File: src/rtl/exc_ctrl_pkg.sv
// Shared types and defaults for the exception/ERET front-end redirect controller.
package exc_ctrl_pkg;

  // Default depth of the instruction-SRAM request pipeline.
  localparam int unsigned MAX_OUTSTANDING_DEF = 4;

  typedef enum logic [1:0] {
    IDLE     = 2'd0,
    DRAIN    = 2'd1,
    REDIRECT = 2'd2
  } redir_state_t;

endpackage

File: src/rtl/inst_outstanding_cnt.sv
// Saturating up/down counter of instruction-SRAM requests still in flight.
// Never wraps: a decrement at zero is dropped, as is an increment at MAX_OUTSTANDING.
module inst_outstanding_cnt
  import exc_ctrl_pkg::*;
#(
  parameter int unsigned MAX_OUTSTANDING = MAX_OUTSTANDING_DEF,
  localparam int unsigned CW = $clog2(MAX_OUTSTANDING + 1)
) (
  input  logic          clk,
  input  logic          rst,
  input  logic          i_inc,
  input  logic          i_dec,
  output logic          o_full,
  output logic [CW-1:0] o_cnt_next
);

  logic [CW-1:0] r_cnt;
  logic [CW-1:0] w_cnt_next;
  logic          w_inc;
  logic          w_dec;

  assign o_full = (r_cnt == CW'(MAX_OUTSTANDING));
  assign w_inc  = i_inc && !o_full;
  assign w_dec  = i_dec && (r_cnt != '0);

  // Next count; a simultaneous accepted increment and decrement cancel out.
  always_comb begin
    w_cnt_next = r_cnt;
    if (w_inc && !w_dec) begin
      w_cnt_next = r_cnt + CW'(1);
    end else if (w_dec && !w_inc) begin
      w_cnt_next = r_cnt - CW'(1);
    end
  end

  assign o_cnt_next = w_cnt_next;

  // Count register.
  always_ff @(posedge clk or posedge rst) begin
    if (rst) begin
      r_cnt <= '0;
    end else begin
      r_cnt <= w_cnt_next;
    end
  end

endmodule

File: src/rtl/exc_redirect_ctrl.sv
// Front-end redirect sequencer for exceptions and ERET: holds the flush,
// blocks new fetches, drains and discards in-flight responses, then hands
// the target PC to fetch over valid/ready.
//
//   state    | meaning
//   ---------+---------------------------------------------------------
//   IDLE     | no redirect pending; fetch runs normally
//   DRAIN    | flush held, waiting for in-flight responses to return
//   REDIRECT | flush held, redirect_pc offered to fetch until accepted
module exc_redirect_ctrl
  import exc_ctrl_pkg::*;
#(
  parameter int unsigned MAX_OUTSTANDING = MAX_OUTSTANDING_DEF
) (
  input  logic        clk,
  input  logic        rst,
  input  logic        exc_req,
  input  logic [31:0] exc_pc,
  input  logic        inst_req_fire,
  input  logic        inst_data_ok,
  input  logic        fetch_ready,
  output logic        inst_req_allow,
  output logic        flush,
  output logic        discard_resp,
  output logic        redirect_valid,
  output logic [31:0] redirect_pc,
  output logic        busy
);

  localparam int unsigned CW = $clog2(MAX_OUTSTANDING + 1);

  redir_state_t  r_state;
  logic [31:0]   r_redirect_pc;
  logic          r_flush;
  logic          r_redirect_valid;
  logic          w_full;
  logic [CW-1:0] w_cnt_next;
  logic          w_drained;

  inst_outstanding_cnt #(
    .MAX_OUTSTANDING(MAX_OUTSTANDING)
  ) u_cnt (
    .clk        (clk),
    .rst        (rst),
    .i_inc      (inst_req_fire),
    .i_dec      (inst_data_ok),
    .o_full     (w_full),
    .o_cnt_next (w_cnt_next)
  );

  assign w_drained = (w_cnt_next == '0);

  // Redirect sequencing; flush and redirect_valid are registered from the next state.
  always_ff @(posedge clk or posedge rst) begin
    if (rst) begin
      r_state          <= IDLE;
      r_redirect_pc    <= 32'h0;
      r_flush          <= 1'b0;
      r_redirect_valid <= 1'b0;
    end else begin
      case (r_state)
        IDLE: begin
          if (exc_req) begin
            r_redirect_pc <= exc_pc;
            r_flush       <= 1'b1;
            if (w_drained) begin
              r_state          <= REDIRECT;
              r_redirect_valid <= 1'b1;
            end else begin
              r_state          <= DRAIN;
              r_redirect_valid <= 1'b0;
            end
          end
        end
        DRAIN: begin
          if (exc_req) begin
            r_redirect_pc <= exc_pc;
          end
          if (w_drained) begin
            r_state          <= REDIRECT;
            r_redirect_valid <= 1'b1;
          end
        end
        REDIRECT: begin
          // A new request during the offer (accepted or not) re-arms with the newer PC.
          if (exc_req) begin
            r_redirect_pc <= exc_pc;
          end else if (fetch_ready) begin
            r_state          <= IDLE;
            r_flush          <= 1'b0;
            r_redirect_valid <= 1'b0;
          end
        end
        default: begin
          r_state          <= IDLE;
          r_flush          <= 1'b0;
          r_redirect_valid <= 1'b0;
        end
      endcase
    end
  end

  // Responses are only squashed while draining; the exc_req cycle is covered by the downstream flush.
  always_comb begin
    inst_req_allow = (r_state == IDLE) && !exc_req && !w_full;
    discard_resp   = (r_state == DRAIN) && inst_data_ok;
  end

  assign flush          = r_flush;
  assign busy           = r_flush;
  assign redirect_valid = r_redirect_valid;
  assign redirect_pc    = r_redirect_pc;

endmodule

File: config.mk
export PLATFORM = sky130hd
export DESIGN_NAME = exc_redirect_ctrl
export DESIGN_NICKNAME = d
export VERILOG_FILES = /design/src/rtl/exc_ctrl_pkg.sv /design/src/rtl/inst_outstanding_cnt.sv /design/src/rtl/exc_redirect_ctrl.sv
export SDC_FILE = /design/constraint.sdc
export NUM_CORES = 1
export LEC_CHECK = 0
export CORE_UTILIZATION = 39
export CTS_BUF_LIST = sky130_fd_sc_hd__clkbuf_8
export CTS_CLUSTER_DIAMETER = 60
export CTS_CLUSTER_SIZE = 10
export DETAILED_ROUTE_END_ITERATION = 6
export HOLD_SLACK_MARGIN = 0.03
export PLACE_DENSITY = 0.86
export SYNTH_ARGS = -nofsm -noshare
export SYNTH_HDL_FRONTEND = slang
export SYNTH_SLANG_ARGS = --single-unit
File: constraint.sdc
create_clock -name clk -period 1.7 [get_ports clk]
set_input_delay 0.34 -clock clk [delete_from_list [all_inputs] [get_ports clk]]
set_output_delay 0.34 -clock clk [all_outputs]
set_load 0.05 [all_outputs]
==> results of run 1 <==
cells by family after synthesis:
| logic type | Yosys count |
|---|---|
| fa+ha+maj | 3 |
| flops | 38 |
| xor+xnor | 1 |
| compound gates | 18 |
| buf+inv | 14 |
| mux | 34 |
| simple gates | 15 |
registers in the layout (all words and copies together) (netlist names):
| signal | cells |
|---|---|
| busy | 1 |
| u_cnt.r_cnt | 3 |
| r_state | 2 |
| redirect_pc | 32 |
metal layers:
layer	track usage	vias up	part of all wire
met5	0	-	0
li1	-	623	-
met4	0.06383	0	0.0048
met1	0.1985	649	0.41
met2	0.2933	55	0.50
met3	0.08446	2	0.090
repair_timing:
action / CTS / global route
buffers inserted: 5 / 3
pin swaps: 5 / 3
endpoints found under the setup margin: 4 / 4
gates resized for setup: 5 / 5
cloned: 0 / 0
final timing paths:
check | start | to | slack (ns) | depth (start not counted)
setup / recovery | u_cnt.r_cnt[0]$_DFF_PP0_ | inst_req_allow | -0.16 | 5
max in group asynchronous | rst | u_cnt.r_cnt[1]$_DFF_PP0_ | 0.90 | 3
setup reg to reg | u_cnt.r_cnt[0]$_DFF_PP0_ | r_state[0]$_DFFE_PP0P_ | -0.07 | 7
hold / removal | rst | redirect_pc[7]$_DFFE_PP0P_ | 0.32 | 2
hold reg to reg | redirect_pc[18]$_DFFE_PP0P_ | redirect_pc[18]$_DFFE_PP0P_ | 0.51 | 1
min in group clk | redirect_pc[18]$_DFFE_PP0P_ | redirect_pc[18]$_DFFE_PP0P_ | 0.51 | 1
worst reg2reg max path, stage by stage (launching register included):
cell and delay [ns]:
dfrtp_1 0.40, buf_4 0.14, buf_4 0.12, buf_4 0.14, ha_4 0.15, a211oi_1 0.29, a211oi_2 0.10, o31a_2 0.33
synth_stat cells (2+ instances only):
master,number
a211oi_1,2
a21oi_1,5
buf_2,4
buf_6,2
dfrtp_1,38
ha_1,3
inv_1,7
mux2_2,33
nand2_1,4
nor2_1,2
nor2b_1,2
o21ai_0,2
final cells by class:
| class | count | area share |
|---|---|---|
| Clock buffer | 6 | 0.03001 |
| Clock inverter | 2 | 0.004548 |
| Inverter | 7 | 0.009550 |
| Multi-Input combinational cell | 71 | 0.2678 |
| Sequential cell | 38 | 0.3461 |
| Tap cell | 50 | 0.02274 |
| Timing Repair Buffer | 96 | 0.3192 |
through the flow:
step / setup slack [ns] / total power, uW / hold WS (ns)
6_report: -0.1580 / 4478 / 0.3239
4_1_cts: -0.2235 / 4438 / 0.3261
3_5_place_dp: -0.2639 / 3698 / 0.4978
2_1_floorplan: 0.01024 / 2903 / 0.4917
5_1_grt: -0.2395 / 4710 / 0.3557
3_3_place_gp: -0.2152 / 3649 / 0.4908
layout by cell type, fill, tap and decap left out, types with 2 or more instances in the layout:
cell,count
nand2_1,4
inv_2,2
clkdlybuf4s50_1,36
nor2b_1,2
a21oi_1,3
buf_12,5
buf_4,53
mux2_2,33
o21ai_0,2
inv_1,5
clkbuf_8,6
dfrtp_1,37
ha_4,2
power groups by stage:
stage	logic, uW	clock network [uW]	registers (uW)
finish	2480	637	1360
global route	2630	692	1390
CTS	2420	661	1360
detailed placement	2330	0	1370
global placement	2290	0	1360
floorplan	910	0	1990
==> flow_metrics.tcl, run 1 <==
set metrics [dict create \
    cts.sinks 38 \
    cp_top_family "flip-flops" \
    final_nets 260 \
    synthTopCellsByArea "dfrtp_1 (56%), mux2_2 (22%), ha_1 (2.2%)" \
    cts_buffer_depth 2 \
    irDropWorstVdd_mv 0.9913 \
    start_kind "flip-flop" \
    cts_tree "done" \
    grt_overflow 0 \
    violations "setup timing" \
    placed_cells 255 \
    antenna_found_initial 0 \
    cp_max_fo 2 \
    power_frac_seq 0.304 \
    multi_input_area_um2 737.0 \
    internal-power_uw 2570 \
    timing.final.crit_period_ns 1.858 \
    cp_cell_sequence "inv_2 -> ha_4 -> buf_6 -> a2111oi_4 -> buf_12" \
    min_path_type "in -> async" \
    required_ns 1.36 \
    status "complete, but fails checks" \
    root_buffer "clkbuf_8" \
    ys_seq_elements 38 \
    core_area_mm2 0.004086 \
    ctsHtreeMaxLevel 2 \
    slowest_delay_ns 0.37 \
    first_global_vias 1340 \
    fin_area_mm2 0.002751 \
    power_density_mw_per_mm2 1627 \
    slowest_stage "dfrtp_1" \
    nFillCells 304 \
    io_buffers 74 \
    dp.final_hpwl_um 2826 \
    netlist.area_leader.share 0.5638 \
    syn_avg_cell_area_um2 13.71 \
    clock_latency_ns 0.28 \
    netlist_area_mm2 0.001687 \
    cp.arrival_ns 1.52 \
    post_drt_wl_per_cell_um 13.96 \
    synthSimpleGateAreaFrac 0.05045 \
    vias 1329 \
    track_usage 0.1779 \
    fp.dieW_um 67.76 \
    p_sw_frac 0.4260 \
    antenna_left 0 \
    synth_edf_count 0 \
    wirelength_um 3769 \
    route.detailed.drc 0 \
    synthesis.nets 164 \
    endpoint_kind "output port" \
    dieArea_mm2 0.004591 \
    fp-row-count 23 \
    synth-xor-area-share 0.005193 \
    ys_types 31 \
    numCtsBuffers 5 \
    fin_crit_sh 1.093 \
    final_core_util 0.6733 \
    synthAdderAreaFrac 0.02226 \
    crit_buf_inv 3 \
    comb_power_share 0.554 \
    yosys.area.top_type "dfrtp_1" \
    setup_viol 3 \
    setup_ws_ns -0.1580 \
    fin_cells 270 \
    hold_viol 0 \
    place_congestion 0.7845 \
    muxShareOfSynthArea 0.2263 \
    cts.clk_slew.worst_paths_ns 0.08 \
    drive_gt1_frac 0.5364 \
    fmax_ghz 0.5382 \
    finalClockSkew_ns 0.006857 \
    rsz0062_at_grt "yes" \
    vias_per_cell 4.922 \
    hold_buffers 0 \
    ios 75 \
    tightest_slew_ns 0.3856 \
    p_leak_uw 0.001210 \
    placed_area_mm2 0.002575 \
    ys.flop_type "dfrtp_1" \
    maxSlewViolCount 0 \
    path_class "reg -> out" \
    regArea_um2 952.2 \
    grt_pass1_wl_um 5913 \
    max_slew_margin 0.7426 \
    power_frac_clock 0.142 \
    drt_iter0_drc 50 \
    syn2layout_area_growth_pct 63.13 \
    grt_max_degree 25 \
    ys_seq_area_frac 0.5638 \
    antenna_cells_inserted 0 \
    synth_compound_area_frac 0.08680 \
    tns_ns -0.2625 \
    ys.warnings.count 0 \
    die_height_um 67.76 \
    synth_top_family_by_area "multiplexers" \
    synthArstFlopShare 1.000 \
    p_switching_uw 1907 \
    drv_cap 0 \
    floorplan.initialDensity 0.4127 \
    first_pass_iters 4 \
    syn_inst 123 \
]
No activity file was read; power rests on OpenSTA's default activity.
==> run 2, diff against run 1 <==
CORE_UTILIZATION = 40   (was 39)
MAX_ROUTING_LAYER = met4   (was default)
PLACE_DENSITY = 0.85   (was 0.86)
SYNTH_HIERARCHICAL = 1   (was default)
==> run 2 against run 1 <==
The flow still finishes with violations (setup timing); synthesized cell count is 2.4% lower; clock power is 11% lower; sequential share of layout area is 0.26 points higher; count of clock-buffer cells in the layout shrank 1; critical path depth up 3; synthesized area increased by 6.1%; sequential cell count unchanged; worst hold slack got worse by 0.068 ns; die area is 3.3% higher; via count fell by 5.5%; core utilization decreased by 1.5 points.
==> flow_metrics.tcl, run 2 <==
set metrics [dict create \
    ys.warnings.count 6 \
    power_frac_seq 0.308 \
    antenna_found_initial 0 \
    status "complete, but fails checks" \
    fp-row-count 23 \
    cp_max_fo 2 \
    netlist.area_leader.share 0.5315 \
    cts_buffer_depth 2 \
    synth_edf_count 0 \
    ys_types 27 \
    synthTopCellsByArea "dfrtp_1 (53%), mux2_4 (25%), buf_6 (2.5%)" \
    cts.sinks 38 \
    yosys.area.top_type "dfrtp_1" \
    largest_reg_flops 32 \
    fmax_ghz 0.5738 \
    first_global_vias 1265 \
    dieArea_mm2 0.004744 \
    post_drt_wl_per_cell_um 16.30 \
    first_pass_iters 2 \
    power_density_mw_per_mm2 1614 \
    drv_cap 0 \
    endpoint_kind "flip-flop" \
    hold_buffers 0 \
    antenna_left 0 \
    netlist_area_mm2 0.001789 \
    final_common_cell "buf_4" \
    comb_power_share 0.563 \
    synth_top_family_by_area "multiplexers" \
    ys_seq_area_frac 0.5315 \
    timing.final.crit_period_ns 1.743 \
    clock_latency_ns 0.29 \
    rsz0062_at_grt "yes" \
    setup_viol 3 \
    ios 75 \
    start_kind "flip-flop" \
    muxShareOfSynthArea 0.2867 \
    maxSlewViolCount 0 \
    min_path_type "in -> async" \
    synth-xor-area-share 0.004895 \
    synth_common_cells "dfrtp_1 (38), mux2_4 (30), inv_1 (7), nor2_1 (5)" \
    fin_crit_sh 1.025 \
    fp.dieW_um 68.88 \
    synthArstFlopShare 1.000 \
    ys_seq_elements 38 \
    cts.clk_slew.worst_paths_ns 0.07 \
    io_buffers 74 \
    synth_compound_area_frac 0.06434 \
    finalClockSkew_ns 0.001233 \
    grt_overflow 0 \
    ys.flop_type "dfrtp_1" \
    final_nets 250 \
    violations "setup timing" \
    final_core_util 0.6582 \
    internal-power_uw 2485 \
    place_congestion 0.8264 \
    most-common-layout-cells "buf_4 (48), dfrtp_1 (38), clkdlybuf4s50_1 (35)" \
    finalPower_uw 4402 \
    synthSimpleGateAreaFrac 0.04056 \
    grt_max_degree 25 \
    core_area_mm2 0.004144 \
    root_buffer "clkbuf_8" \
    grt_pass1_wl_um 6072 \
    syn2layout_area_growth_pct 52.45 \
    required_ns 1.93 \
    vias 1256 \
    irDropWorstVdd_mv 0.6945 \
    p_leak_uw 0.001306 \
    track_usage 0.1904 \
    drive_gt1_frac 0.5072 \
    p_switching_uw 1918 \
    power_frac_clock 0.129 \
    vias_per_cell 4.849 \
    cts_tree "done" \
    numCtsBuffers 5 \
    hold_viol 0 \
    die_height_um 68.88 \
    yosysMostFrequentCell "dfrtp_1" \
    path_class "reg -> reg" \
    max_slew_margin 0.7366 \
    ctsHtreeMaxLevel 2 \
    cp.arrival_ns 1.97 \
    tightest_slew_ns 0.3951 \
    dp.final_hpwl_um 2985 \
    syn_inst 120 \
    setup_ws_ns -0.04274 \
    syn_avg_cell_area_um2 14.91 \
    route.detailed.drc 0 \
    floorplan.initialDensity 0.4318 \
    antenna_cells_inserted 0 \
    synthAdderAreaFrac 0.02098 \
    synthesis.nets 161 \
    p_sw_frac 0.4356 \
    wirelength_um 4221 \
    drt_iter0_drc 65 \
]
## run 2: power groups by stage
| stage | combinational [uW] | clock (uW) | sequential [uW] |
|---|---|---|---|
| 2_1_floorplan | 962 | 0 | 2000 |
| 3_3_place_gp | 2270 | 0 | 1350 |
| 3_5_place_dp | 2320 | 0 | 1360 |
| 4_1_cts | 2400 | 584 | 1350 |
| 5_1_grt | 2610 | 631 | 1390 |
| 6_report | 2480 | 568 | 1360 |
## run 2: layout make-up
class | instances | area, um^2
Sequential cell | 38 | 950.9
Timing Repair Buffer | 89 | 808.3
Tap cell | 50 | 62.56
Fill cell | 330 | 1416
Multi-Input combinational cell | 68 | 803.3
Clock buffer | 5 | 68.82
Inverter | 7 | 26.28
Clock inverter | 2 | 7.507
## run 2: repair_timing
action | in CTS | in global routing
endpoints found under the setup margin | 4 | 3
pin swaps | 2 | 5
buffers inserted | 2 | 2
gates resized for setup | 8 | 2
## run 2: worst max-delay path: stages, from the launching register on
cell and delay [ns]:
dfrtp_1 0.39, buf_4 0.13, buf_4 0.12, ha_1 0.23
a211o_1 0.31, o21ai_1 0.12, a21oi_2 0.07, nor3_2 0.16
a22o_2 0.16
## run 2: per-layer routing
| metal | wire length, um | share of wire | global-route usage |
|---|---|---|---|
| met1 | 1726 | 0.41 | 0.2177 |
| met2 | 2230 | 0.53 | 0.3119 |
| met3 | 177 | 0.042 | 0.04441 |
| met4 | 86 | 0.020 | 0.09439 |
| met5 | 0 | 0 | - |
## run 2: path summary, 6_finish.rpt
path / start / end / slack (ns) / cells past startpoint
worst max-delay path: u_cnt/r_cnt[0]$_DFF_PP0_ / r_state[1]$_DFFE_PP0P_ / -0.04 / 8
worst min-delay path: rst / u_cnt/r_cnt[2]$_DFF_PP0_ / 0.26 / 2
worst max register to register: u_cnt/r_cnt[0]$_DFF_PP0_ / r_state[1]$_DFFE_PP0P_ / -0.04 / 8
worst min register to register: redirect_pc[0]$_DFFE_PP0P_ / redirect_pc[0]$_DFFE_PP0P_ / 0.51 / 1
max in group asynchronous: rst / redirect_pc[18]$_DFFE_PP0P_ / 0.99 / 3
min in group clk: redirect_pc[0]$_DFFE_PP0P_ / redirect_pc[0]$_DFFE_PP0P_ / 0.51 / 1
## run 2: per-stage QoR
step | TNS (ns) | cells | hold WS (ns) | cell area, um^2 | worst slack, ns
CTS | -0.02781 | 257 | 0.2466 | 2705 | -0.02781
global placement | -1.270 | 248 | 0.4910 | 2597 | -0.3222
detailed placement | -1.984 | 248 | 0.4953 | 2597 | -0.3990
floorplan | -0.04369 | 120 | 0.09364 | 1819 | -0.04369
global route | -0.2836 | 259 | 0.2605 | 2728 | -0.1282
finish | -0.06590 | 259 | 0.2559 | 2728 | -0.04274
## run 2: logic make-up after synthesis
group,after synthesis
compound gates,14
xor+xnor,1
fa+ha+maj,3
buf+inv,14
flops,38
mux,36
simple gates,14
==> run 3, diff against run 2 <==
SETUP_SLACK_MARGIN = 0.02   (was default)
==> run 3 against run 2 <==
The flow still finishes with violations (setup timing); critical path depth decreased by 1; sequential share of layout area decreased by 0.064 points; wire length decreased by 1.2%; non-clock buffer count unchanged; core utilization increased by 0.12 points; clock power about the same; die area unchanged; fmax increased by 1.3%; setup slack improved by 0.022 ns; first-iteration DRC count increased by 25%; sequential cell count unchanged; cell area increased by 0.18%.
==> flow_metrics.tcl, run 3 (same netlist as run 2, synthesis figures left out) <==
set metrics [dict create \
    status "complete, but fails checks" \
    violations "setup timing" \
    fin_crit_sh 1.012 \
    grtUsageMet2 0.3155 \
    grt_max_degree 25 \
    path_class "reg -> reg" \
    p_switching_uw 1913 \
    cts.sinks 38 \
    antenna_cells_inserted 0 \
    comb_power_share 0.562 \
    vias_per_cell 4.857 \
    most-common-layout-cells "buf_4 (48), dfrtp_1 (38), clkdlybuf4s50_1 (35)" \
    max_slew_margin 0.7519 \
    fin_cells 259 \
    finalClockSkew_ns 0.001217 \
    antenna_found_initial 0 \
    largest_reg_flops 32 \
    setup_ws_ns -0.02063 \
    final_nets 250 \
    syn2layout_area_growth_pct 52.73 \
    rsz0062_at_grt "yes" \
    tightest_slew_ns 0.3721 \
    post_drt_wl_per_cell_um 16.10 \
    required_ns 1.88 \
    dieArea_mm2 0.004744 \
    internal-power_uw 2485 \
    hold_viol 0 \
    power_frac_seq 0.309 \
    cts_tree "done" \
    fmax_ghz 0.5812 \
    endpoint_kind "flip-flop" \
    nFillCells 326 \
    placed_cells 248 \
    wirelength_um 4170 \
    die_height_um 68.88 \
    vias 1258 \
    cp.arrival_ns 1.90 \
    io_buffers 74 \
    cts.clk_slew.worst_paths_ns 0.07 \
    slowest_delay_ns 0.36 \
    power_density_mw_per_mm2 1610 \
    drive_gt1_frac 0.5072 \
    grt_pass1_wl_um 6120 \
    first_global_vias 1276 \
    fp.dieW_um 68.88 \
    min_path_type "in -> async" \
    p_sw_frac 0.4350 \
    use_met3 0.04441 \
    multi_input_area_um2 808.3 \
    final_common_cell "buf_4" \
    first_pass_iters 2 \
    timing.final.crit_period_ns 1.721 \
    hold_ws_ns 0.2814 \
    tns_ns -0.02063 \
    route.detailed.drc 0 \
    ios 75 \
    p_leak_uw 0.001317 \
    dp.final_hpwl_um 2985 \
    irDropWorstVdd_mv 0.7002 \
    place_congestion 0.8264 \
    ctsHtreeMaxLevel 2 \
    cp_top_family "compound AO/OA/AOI/OAI gates" \
    fp-row-count 23 \
    floorplan.initialDensity 0.4318 \
    grt_overflow 0 \
    regArea_um2 950.9 \
    slowest_stage "dfrtp_1" \
    cts_buffer_depth 2 \
    setup_viol 1 \
    clock_latency_ns 0.28 \
    cp_max_fo 3 \
    grt_util_met1 0.2177 \
    track_usage 0.1922 \
    antenna_left 0 \
    grt_most_used_layer "met2" \
    drt_iter0_drc 81 \
    maxSlewViolCount 0 \
    cp_cell_sequence "inv_2 -> ha_4 -> mux2i_1 -> a311oi_2 -> a211oi_2 -> nor3_2 -> a22o_2" \
    power_frac_clock 0.129 \
    numCtsBuffers 5 \
    crit_buf_inv 1 \
    core_area_mm2 0.004144 \
    root_buffer "clkbuf_8" \
    drv_cap 0 \
    reg2reg_slack_ns -0.02 \
    start_kind "flip-flop" \
]
[run 3: worst reg2reg max path, stage by stage, from the launching register on]
cell	delay [ns]
dfrtp_1	0.36
inv_2	0.07
ha_4	0.27
mux2i_1	0.27
a311oi_2	0.10
a211oi_2	0.25
nor3_2	0.09
a22o_2	0.21
[run 3: per-stage QoR]
stage	setup slack, ns	total power, uW	utilization	instance area [um^2]
after floorplan	-0.04369	2965	-	1819
after global placement	-0.3222	3625	0.6268	2597
after detailed placement	-0.3990	3682	0.6268	2597
after CTS	-0.01750	4358	0.6549	2714
after global routing	-0.1142	4625	0.6594	2733
final	-0.02063	4398	0.6594	2733
[run 3: path summary, 6_finish.rpt]
kind	depth (start not counted)	endpoint	from
setup / recovery	7	r_state[1]$_DFFE_PP0P_	u_cnt/r_cnt[1]$_DFF_PP0_
hold / removal	2	u_cnt/r_cnt[1]$_DFF_PP0_	rst
setup reg to reg	7	r_state[1]$_DFFE_PP0P_	u_cnt/r_cnt[1]$_DFF_PP0_
hold reg to reg	1	redirect_pc[0]$_DFFE_PP0P_	redirect_pc[0]$_DFFE_PP0P_
max in group asynchronous	3	redirect_pc[18]$_DFFE_PP0P_	rst
min in group clk	1	redirect_pc[0]$_DFFE_PP0P_	redirect_pc[0]$_DFFE_PP0P_
[run 3: final cells by class]
| type | count | area share |
|---|---|---|
| Timing Repair Buffer | 89 | 0.2958 |
| Inverter | 7 | 0.009615 |
| Clock buffer | 5 | 0.02518 |
| Tap cell | 50 | 0.02289 |
| Sequential cell | 38 | 0.3480 |
| Clock inverter | 2 | 0.002747 |
| Multi-Input combinational cell | 68 | 0.2958 |
[run 3: power groups by stage]
stage	Combinational (uW)	Clock, uW	Sequential, uW
after global routing	2600	631	1390
after floorplan	962	0	2000
after CTS	2420	584	1360
final	2470	567	1360
after global placement	2270	0	1350
after detailed placement	2320	0	1360
[run 3: what timing repair did]
action                     4_1_cts  5_1_grt
setup endpoints to repair        4        3
resized for setup               10        1
buffers inserted                 2        2
pin swaps                        2        2
hold buffers                     0        0
hold endpoints to repair         0        0
[run 3: routing by layer]
| metal | part of all wire | wire, um |
|---|---|---|
| met1 | 0.41 | 1709 |
| met2 | 0.53 | 2207 |
| met3 | 0.042 | 174 |
| met4 | 0.019 | 78 |
| met5 | 0 | 0 |
